## src/rtl/gpu_def.sv

```systemverilog
// Shared GPU definitions: memory command codes, XY-counter selects,
// sub-state-machine index map and the dispatcher state encoding.
package gpu_def;

    localparam logic [2:0] MEM_CMD_NONE    = 3'd0;
    localparam logic [2:0] MEM_CMD_RDBURST = 3'd1;
    localparam logic [2:0] MEM_CMD_WRBURST = 3'd2;

    localparam logic [2:0] X_ASIS = 3'd0;
    localparam logic [2:0] Y_ASIS = 3'd0;

    localparam logic [1:0] SM_IDX_FILL   = 2'd0;
    localparam logic [1:0] SM_IDX_COPYVV = 2'd1;
    localparam logic [1:0] SM_IDX_COPYCV = 2'd2;
    localparam logic [1:0] SM_IDX_COPYVC = 2'd3;

    typedef enum logic [1:0] {
        DSP_IDLE,
        DSP_DRAIN,
        DSP_LAUNCH,
        DSP_RUN
    } dispState_t;

    // Primitives that read VRAM must wait for earlier writes to retire.
    function automatic logic readsVram(input logic [1:0] cmdType);
        return (cmdType == SM_IDX_COPYVV) || (cmdType == SM_IDX_COPYVC);
    endfunction

endpackage

```

## src/rtl/gpu_pend_counter.sv

```systemverilog
// Outstanding memory-burst counter: saturating up/down with a sticky
// underflow flag for retires that arrive when nothing is in flight.
module gpu_pend_counter #(
    parameter int PEND_W = 4
) (
    input  logic i_clk,
    input  logic i_rst,
    input  logic i_inc,
    input  logic i_dec,
    output logic o_zero,
    output logic o_full,
    output logic o_err
);

    logic [PEND_W-1:0] count;
    logic              decOk;

    assign o_zero = (count == '0);
    assign o_full = (count == '1);
    assign decOk  = i_dec & ~o_zero;

    always_ff @(posedge i_clk) begin
        if (i_rst) begin
            count <= '0;
            o_err <= 1'b0;
        end else begin
            if (i_dec && o_zero)
                o_err <= 1'b1;
            // A simultaneous issue and retire cancel out.
            if (i_inc && !decOk && !o_full)
                count <= count + 1'b1;
            else if (decOk && !i_inc)
                count <= count - 1'b1;
        end
    end

endmodule

```

## src/rtl/gpu_sm_dispatch.sv

```systemverilog
// Primitive dispatcher: launches one sub-SM per command, routes its controls
// onto the shared datapath and holds VRAM readers until writes have drained.
import gpu_def::*;

module gpu_sm_dispatch #(
    parameter int PEND_W = 4,
    parameter int NREQ   = 4
) (
    input  logic              i_clk,
    input  logic              i_rst,
    input  logic              i_cmdValid,
    input  logic [1:0]        i_cmdType,
    output logic              o_cmdReady,
    output logic [NREQ-1:0]   o_activate,
    input  logic [NREQ-1:0]   i_smActive,
    input  logic [NREQ-1:0]   i_smInactiveNext,
    input  logic [3*NREQ-1:0] i_smMemCmd,
    input  logic [NREQ-1:0]   i_smLoadNext,
    input  logic [3*NREQ-1:0] i_smSelNextX,
    input  logic [3*NREQ-1:0] i_smSelNextY,
    input  logic [NREQ-1:0]   i_smResetX,
    input  logic [NREQ-1:0]   i_smIncX,
    input  logic              i_commandFIFOaccept,
    output logic [NREQ-1:0]   o_smFIFOaccept,
    input  logic              i_memCmdDone,
    output logic [2:0]        o_memoryCommand,
    output logic              o_loadNext,
    output logic [2:0]        o_selNextX,
    output logic [2:0]        o_selNextY,
    output logic              o_resetXCounter,
    output logic              o_incrementXCounter,
    output logic              o_busy,
    output logic              o_gpuIdle,
    output logic              o_pendErr
);

    dispState_t state;
    logic [1:0] sel;
    logic       pendZero;
    logic       pendFull;
    logic [2:0] smMemCmd [NREQ];
    logic [2:0] smSelX   [NREQ];
    logic [2:0] smSelY   [NREQ];

    for (genvar i = 0; i < NREQ; i++) begin : g_unpack
        assign smMemCmd[i] = i_smMemCmd[3*i +: 3];
        assign smSelX[i]   = i_smSelNextX[3*i +: 3];
        assign smSelY[i]   = i_smSelNextY[3*i +: 3];
    end

    always_ff @(posedge i_clk) begin
        if (i_rst) begin
            state <= DSP_IDLE;
            sel   <= '0;
        end else begin
            case (state)
                DSP_IDLE: begin
                    if (i_cmdValid) begin
                        sel   <= i_cmdType;
                        state <= (readsVram(i_cmdType) && !pendZero) ? DSP_DRAIN : DSP_LAUNCH;
                    end
                end
                DSP_DRAIN:  if (pendZero) state <= DSP_LAUNCH;
                DSP_LAUNCH: state <= DSP_RUN;
                DSP_RUN:    if (i_smInactiveNext[sel]) state <= DSP_IDLE;
                default:    state <= DSP_IDLE;
            endcase
        end
    end

    assign o_cmdReady = (state == DSP_IDLE);
    assign o_busy     = (state != DSP_IDLE);
    assign o_gpuIdle  = (state == DSP_IDLE) && pendZero;
    assign o_activate = (state == DSP_LAUNCH) ? (NREQ'(1) << sel) : '0;

    // Only the launched sub-SM reaches the datapath, and only while running.
    always_comb begin
        o_memoryCommand     = MEM_CMD_NONE;
        o_loadNext          = 1'b0;
        o_selNextX          = X_ASIS;
        o_selNextY          = Y_ASIS;
        o_resetXCounter     = 1'b0;
        o_incrementXCounter = 1'b0;
        o_smFIFOaccept      = '0;
        if (state == DSP_RUN) begin
            o_memoryCommand     = smMemCmd[sel];
            o_loadNext          = i_smLoadNext[sel];
            o_selNextX          = smSelX[sel];
            o_selNextY          = smSelY[sel];
            o_resetXCounter     = i_smResetX[sel];
            o_incrementXCounter = i_smIncX[sel];
            o_smFIFOaccept[sel] = i_commandFIFOaccept & ~pendFull;
        end
    end

    gpu_pend_counter #(
        .PEND_W (PEND_W)
    ) u_pend (
        .i_clk  (i_clk),
        .i_rst  (i_rst),
        .i_inc  (o_memoryCommand != MEM_CMD_NONE),
        .i_dec  (i_memCmdDone),
        .o_zero (pendZero),
        .o_full (pendFull),
        .o_err  (o_pendErr)
    );

    onlySelActive: assert property (@(posedge i_clk) disable iff (i_rst)
        (i_smActive & ~(NREQ'(1) << sel)) == '0);

endmodule

```

## config.mk

```make
export PLATFORM = sky130hd
export DESIGN_NAME = gpu_sm_dispatch
export DESIGN_NICKNAME = d
export VERILOG_FILES = /design/src/rtl/gpu_def.sv /design/src/rtl/gpu_pend_counter.sv /design/src/rtl/gpu_sm_dispatch.sv
export SDC_FILE = /design/constraint.sdc
export NUM_CORES = 1
export LEC_CHECK = 0
export CAP_MARGIN = 20
export CORE_MARGIN = 2
export CORE_UTILIZATION = 33
export DETAILED_ROUTE_END_ITERATION = 8
export PLACE_DENSITY = 0.81
export SYNTH_ARGS = -nofsm -noshare
export SYNTH_HDL_FRONTEND = slang
export SYNTH_SLANG_ARGS = --single-unit
export TNS_END_PERCENT = 1
```

## constraint.sdc

```tcl
create_clock -name i_clk -period 3 [get_ports i_clk]
set_input_delay 0.6 -clock i_clk [delete_from_list [all_inputs] [get_ports i_clk]]
set_output_delay 0.6 -clock i_clk [all_outputs]
set_load 0.02 [all_outputs]
```

==> Word level (Yosys, flattened, before mapping) <==
Cells that the tools add are included.
{ "totals": {"input_bits": 63, "register_bits": 9, "word_cells": 78} }
{ "op_classes": {"shift": 1, "n_reduce_logical": 19, "n_lt_le_gt_ge": 3, "add_sub_neg": 2, "muxes": 34, "bitwise_logic": 6, "n_eq_ne": 9} }
{ "op_table": {"columns": ["op", "count"], "rows": [
  ["3-bit 2-to-1 mux", 9],
  ["3-bit binary-select mux with 2-bit select", 3],
  ["4-bit 2-to-1 mux", 4],
  ["1-bit binary-select mux with 2-bit select", 4],
  ["1-bit 2-to-1 mux", 8],
  ["2-bit 2-to-1 mux", 4],
  ["2-bit one-hot mux with 4 select lines", 1],
  ["1-bit logical AND", 7],
  ["2-bit == test, second input constant", 3],
  ["2-bit != test, second input constant", 3],
  ["4-bit by 1-bit adder with 4-bit output, second input constant", 1],
  ["4-bit AND", 1],
  ["2-bit by 1-bit == test with 1-bit output, second input constant", 2],
  ["4-bit == test, second input constant", 1],
  ["1-bit logical NOT", 4],
  ["4-bit logical NOT", 1],
  ["2-bit nonzero test", 2],
  ["1-bit by 2-bit left shift with 4-bit output, first input constant", 1],
  ["4-bit by 1-bit subtractor with 4-bit output, second input constant", 1],
  ["3-bit >= comparator, second input constant", 1],
  ["2-bit by 3-bit less-than comparator with 1-bit output, second input constant", 1],
  ["2-bit inverter with 3-bit output", 1],
  ["3-bit AND reduction", 1],
  ["3-bit nonzero test", 1],
  ["other kinds (7)", 9]
]} }

==> Longest topological paths before layout <==
{ "logic_depth": {"ltp_word": 10, "depth_mapped": 10, "ltp_nobuf": 9} }

==> Cells and area by module <==
A second synthesis with hierarchy kept.
{ "hier_totals": {"cells_unflattened": 121, "area_unflattened_um2": 1224.9} }
{ "modules_own_cells": {"columns": ["mod", "seq_area_each_um2", "instances", "area_per_inst_um2", "cells_each"], "rows": [
  ["gpu_sm_dispatch", 80.1, 1, 807.0, 76],
  ["gpu_pend_counter", 100.1, 1, 417.9, 45]
]} }

==> Worst setup path before layout <==
Ideal clock, no wire load.
{ "synth_timing": {"path_type": "input port to flip-flop", "start": "input port i_smMemCmd[3]", "end": "register u_pend.count[3]", "path_slack_ps": 270, "setup_time_ps": 121, "path_buffers": 0, "cell_stages": 9, "arrival_time_ps": 2609, "cell_sequence": "mux4_1 -> nor3_2 -> or2_2 -> ha_1 -> a21o_1 -> a21oi_1 -> nor3_1 -> a21o_1 -> mux2_4"} }
{ "synth_between": {"elab_chain_cells": 8, "word_cells_on_any_way": 11, "classes_between": "5 x mux; 6 x reduce/logical"} }
{ "synth_rtl": {"columns": ["element", "line", "text"], "rows": [
  ["start: declaration", "gpu_sm_dispatch.sv:17", "input logic [3*NREQ-1:0] i_smMemCmd,"],
  ["3-bit binary-select mux with 2-bit select *", "gpu_sm_dispatch.sv:86", "o_memoryCommand = smMemCmd[sel];"],
  ["3-bit 2-to-1 mux (not written as such) * (2 in a row)", "gpu_sm_dispatch.sv:86", null],
  ["3-bit 2-to-1 mux *", "gpu_sm_dispatch.sv:85", "if (state == DSP_RUN) begin"],
  ["3-bit nonzero test *", "gpu_sm_dispatch.sv:101", ".i_inc (o_memoryCommand != MEM_CMD_NONE),"],
  ["1-bit logical AND / 1-bit logical NOT (equally long branches)", "gpu_pend_counter.sv:30, gpu_pend_counter.sv:32", null],
  ["1-bit logical AND, on equally long branches", "gpu_pend_counter.sv:30, gpu_pend_counter.sv:32", null],
  ["4-bit 2-to-1 mux / 2-bit nonzero test (equally long branches)", null, null],
  ["end signal: assignment", "gpu_pend_counter.sv:31", "count <= count + 1'b1;"],
  ["end signal: assignment", "gpu_pend_counter.sv:33", "count <= count - 1'b1;"],
  ["end: declaration", "gpu_pend_counter.sv:15", "logic [PEND_W-1:0] count;"]
]} }
Every way passes the cells marked *; elsewhere a longest branch is shown, timed or not. The select of a mux whose other input is x is not followed.
A chain may end at the register's enable or synchronous reset.

==> Worst setup path after layout <==
{ "layout_timing": {"start": "input port i_smMemCmd[11]", "end": "output port o_memoryCommand[2]"} }
{ "layout_between": {"elab_chain_cells": 4} }
{ "layout_rtl": {"columns": ["element", "line", "text"], "rows": [
  ["3-bit binary-select mux with 2-bit select", "gpu_sm_dispatch.sv:86", null],
  ["3-bit 2-to-1 mux (not written as such) (2 in a row)", "gpu_sm_dispatch.sv:86", null],
  ["3-bit 2-to-1 mux", "gpu_sm_dispatch.sv:85", null],
  ["end: declaration", "gpu_sm_dispatch.sv:26", "output logic [2:0] o_memoryCommand,"]
]} }
No other way between the ends. The select of a mux whose other input is x is not followed.

==> impl_metrics.json <==
{
  "outcome": "complete, no violations",
  "n_antenna_cell": 0,
  "synth-edff-count": 0,
  "die_h_um": 60.8,
  "ys_seq_elements": 9,
  "portBuffers": 82,
  "crit_type": "in2out",
  "critPathLaunchType": "primary input",
  "crit_path_max_fanout": 2,
  "htree_levels": 1,
  "hpwl_um": 3140,
  "period_share_pct": 97.2,
  "antenna_found_initial": 0,
  "ctsHoldBuffers": 0,
  "ys.warnings.count": 0,
  "pwr-share-comb_pct": 70.7,
  "routedWlPerCell_um": 15.2,
  "num_vias": 1193,
  "track_usage_pct": 18.2,
  "arrival_ns": 2.32,
  "num_io_pins": 87,
  "whs_ns": 0.476,
  "crit_path_end_kind": "output pin",
  "fp.dieW_um": 60.8,
  "post-route-min-period_ns": 2.92,
  "p_total_mw": 1.13,
  "ys.flop_type": "dfxtp_1",
  "worstMarginPinSlew_ns": 0.374,
  "routed_wirelength_um": 3650,
  "p_leak_nw": 0.792,
  "p_int_uw": 649,
  "netlist_area_um2": 1060,
  "setup_violations": 0,
  "drive_above_1_share_pct": 10.7,
  "dr.pass1.iters": 4,
  "grt_pass1_wl_um": 5040,
  "synth_area_leaders": "mux4_1 (25%), dfxtp_1 (17%), and2_1 (7.1%)",
  "areaGrowthSynthToFinish_pct": 89.4,
  "pwr-share-clk_pct": 8.4,
  "required_ns": 2.40,
  "cts_root_buf": "clkbuf_4",
  "netlist.area_leader.share_pct": 24.7,
  "syn_inst": 107,
  "worstSkewPairLatency_ns": 0.26,
  "cts_tree": "yes",
  "power_density_nw_per_um2": 559,
  "post-place-ws_ns": -0.177,
  "cts_sinks": 9,
  "maxSlewHeadroom_pct": 74.8,
  "synth_top_area_cell": "mux4_1",
  "ir_worst_vdd_mv": 0.531,
  "grt_max_degree": 18,
  "ant_nets": 0,
  "die_area_um2": 3700,
  "skew_ns": 0.00484,
  "rsz0062_at_grt": "no",
  "final_util_pct": 66.1,
  "numCtsBuffers": 3,
  "hold_violations": 0,
  "drv_slew": 0,
  "yosysSeqAreaShare_pct": 16.9,
  "power.switching_uw": 478,
  "fp-row-count": 20,
  "clk_pin_slew_ns": 0.06,
  "async_reset_ff_share_pct": 0,
  "seq_power_share_pct": 21.0,
  "start_util_pct": 34.9,
  "ys_types": 34,
  "syn-num-nets": 177,
  "place_area_um2": 1990,
  "setup_ws_ns": 0.0828,
  "fmax_mhz": 343,
  "min-delay-path-class": "reg2reg",
  "drtIter0Drc": 32,
  "drc": 0,
  "grt_pass1_vias": 1130,
  "clk_path_buf_depth": 2,
  "post_cts_buffers": 0,
  "nNetsFinal": 268,
  "drv_cap": 0,
  "gp_congestion": 0.828,
  "via_per_inst": 4.95,
  "final_area_um2": 2020,
  "swShare_pct": 42.4,
  "syn_area_per_cell_um2": 9.95,
  "grt-ovfl-total": 0,
  "fp.coreArea_um2": 3050
}
==> layout by cell type (no fill, tap or decap), types with 2 or more instances in the layout <==
master	Yosys	layout
clkdlybuf4s50_1	0	80
ha_1	6	6
nor2_1	12	12
a21oi_1	4	4
o21ai_0	2	2
mux2i_1	2	2
xnor2_1	2	2
nand3_1	4	4
and2_1	12	12
a21o_1	2	2
mux4_1	10	10
dfxtp_1	9	9
nor3_1	3	3
inv_1	5	5
clkbuf_4	0	3
nor3b_1	4	4
nand2_1	6	6
buf_4	0	9
mux4_2	3	3
==> area by class of cell <==
class | count | area, µm²
Inverter | 5 | 18.8
Sequential cell | 9 | 180
Timing Repair Buffer | 92 | 901
Multi-Input combinational cell | 87 | 836
Clock buffer | 4 | 26.3
Tap cell | 44 | 55.1
Fill cell | 264 | 1040
==> state kept, by name, indices dropped and copies added, names as in the netlist <==
register	cells
sel	2
state	2
u_pend.count	4
u_pend.o_err	1
==> logic make-up (layout without fill, tap and decap cells) <==
family | count (synthesis) | in the layout | share of synthesized area, %
compound gates | 14 | 14 | 9.05
xor+xnor | 2 | 2 | 1.65
fa+ha+maj | 7 | 7 | 8.93
buf+inv | 11 | 101 | 4.58
flops | 9 | 9 | 16.9
mux | 17 | 17 | 35.4
simple gates | 47 | 47 | 23.5
==> Yosys cell counts, types with 2 or more instances <==
cell and instances:
mux4_1 10, nor3b_1 4, mux4_2 3, dfxtp_1 9
nand3_1 4, clkbuf_1 4, and2_1 12, nor2_1 12
o21ai_0 2, mux2i_1 2, ha_1 6, nand2_1 6
a21oi_1 4, a21o_1 2, xnor2_1 2, inv_1 5
nor3_1 3
==> worst max-delay path: stages <==
cell and delay [ns]:
clkdlybuf4s50_1 0.39, mux4_2 0.50, buf_4 0.15, and2_1 0.14, clkdlybuf4s50_1 0.53
==> stage by stage <==
| step | instances | TNS (ns) |
|---|---|---|
| 2_1_floorplan | 107 | 0 |
| 3_3_place_gp | 237 | -0.100 |
| 3_5_place_dp | 237 | -0.177 |
| 4_1_cts | 241 | 0 |
| 5_1_grt | 241 | 0 |
| 6_report | 241 | 0 |
==> per-layer routing <==
metal | share of wire (%) | GRT usage, %
met5 | 0 | 0
met4 | 0.82 | 3.73
met1 | 40 | 20.8
met2 | 48 | 34.9
met3 | 11 | 3.41
==> what timing repair did <==
action / 4_1_cts / 5_1_grt
resized for setup: 1 / 2
pin swaps: 0 / 1
endpoints found under the setup margin: 1 / 3
==> power groups by stage <==
stage / clock network (mW) / registers [mW] / logic (mW)
5_1_grt: 0.102 / 0.244 / 0.870
6_report: 0.0942 / 0.237 / 0.796
3_3_place_gp: 0 / 0.229 / 0.768
2_1_floorplan: 0 / 0.222 / 0.494
3_5_place_dp: 0 / 0.237 / 0.796
4_1_cts: 0.0951 / 0.234 / 0.799
==> final timing paths <==
kind | startpoint | end | slack (ns) | cells past startpoint
min | u_pend.o_err | u_pend.o_err | 0.48 | 2
max reg2reg | sel[0] | u_pend.count[3] | 0.30 | 9
min reg2reg | u_pend.o_err | u_pend.o_err | 0.48 | 2
max | i_smMemCmd[11] | o_memoryCommand[2] | 0.08 | 5
Note: power is estimated with default switching activity, not from simulation.
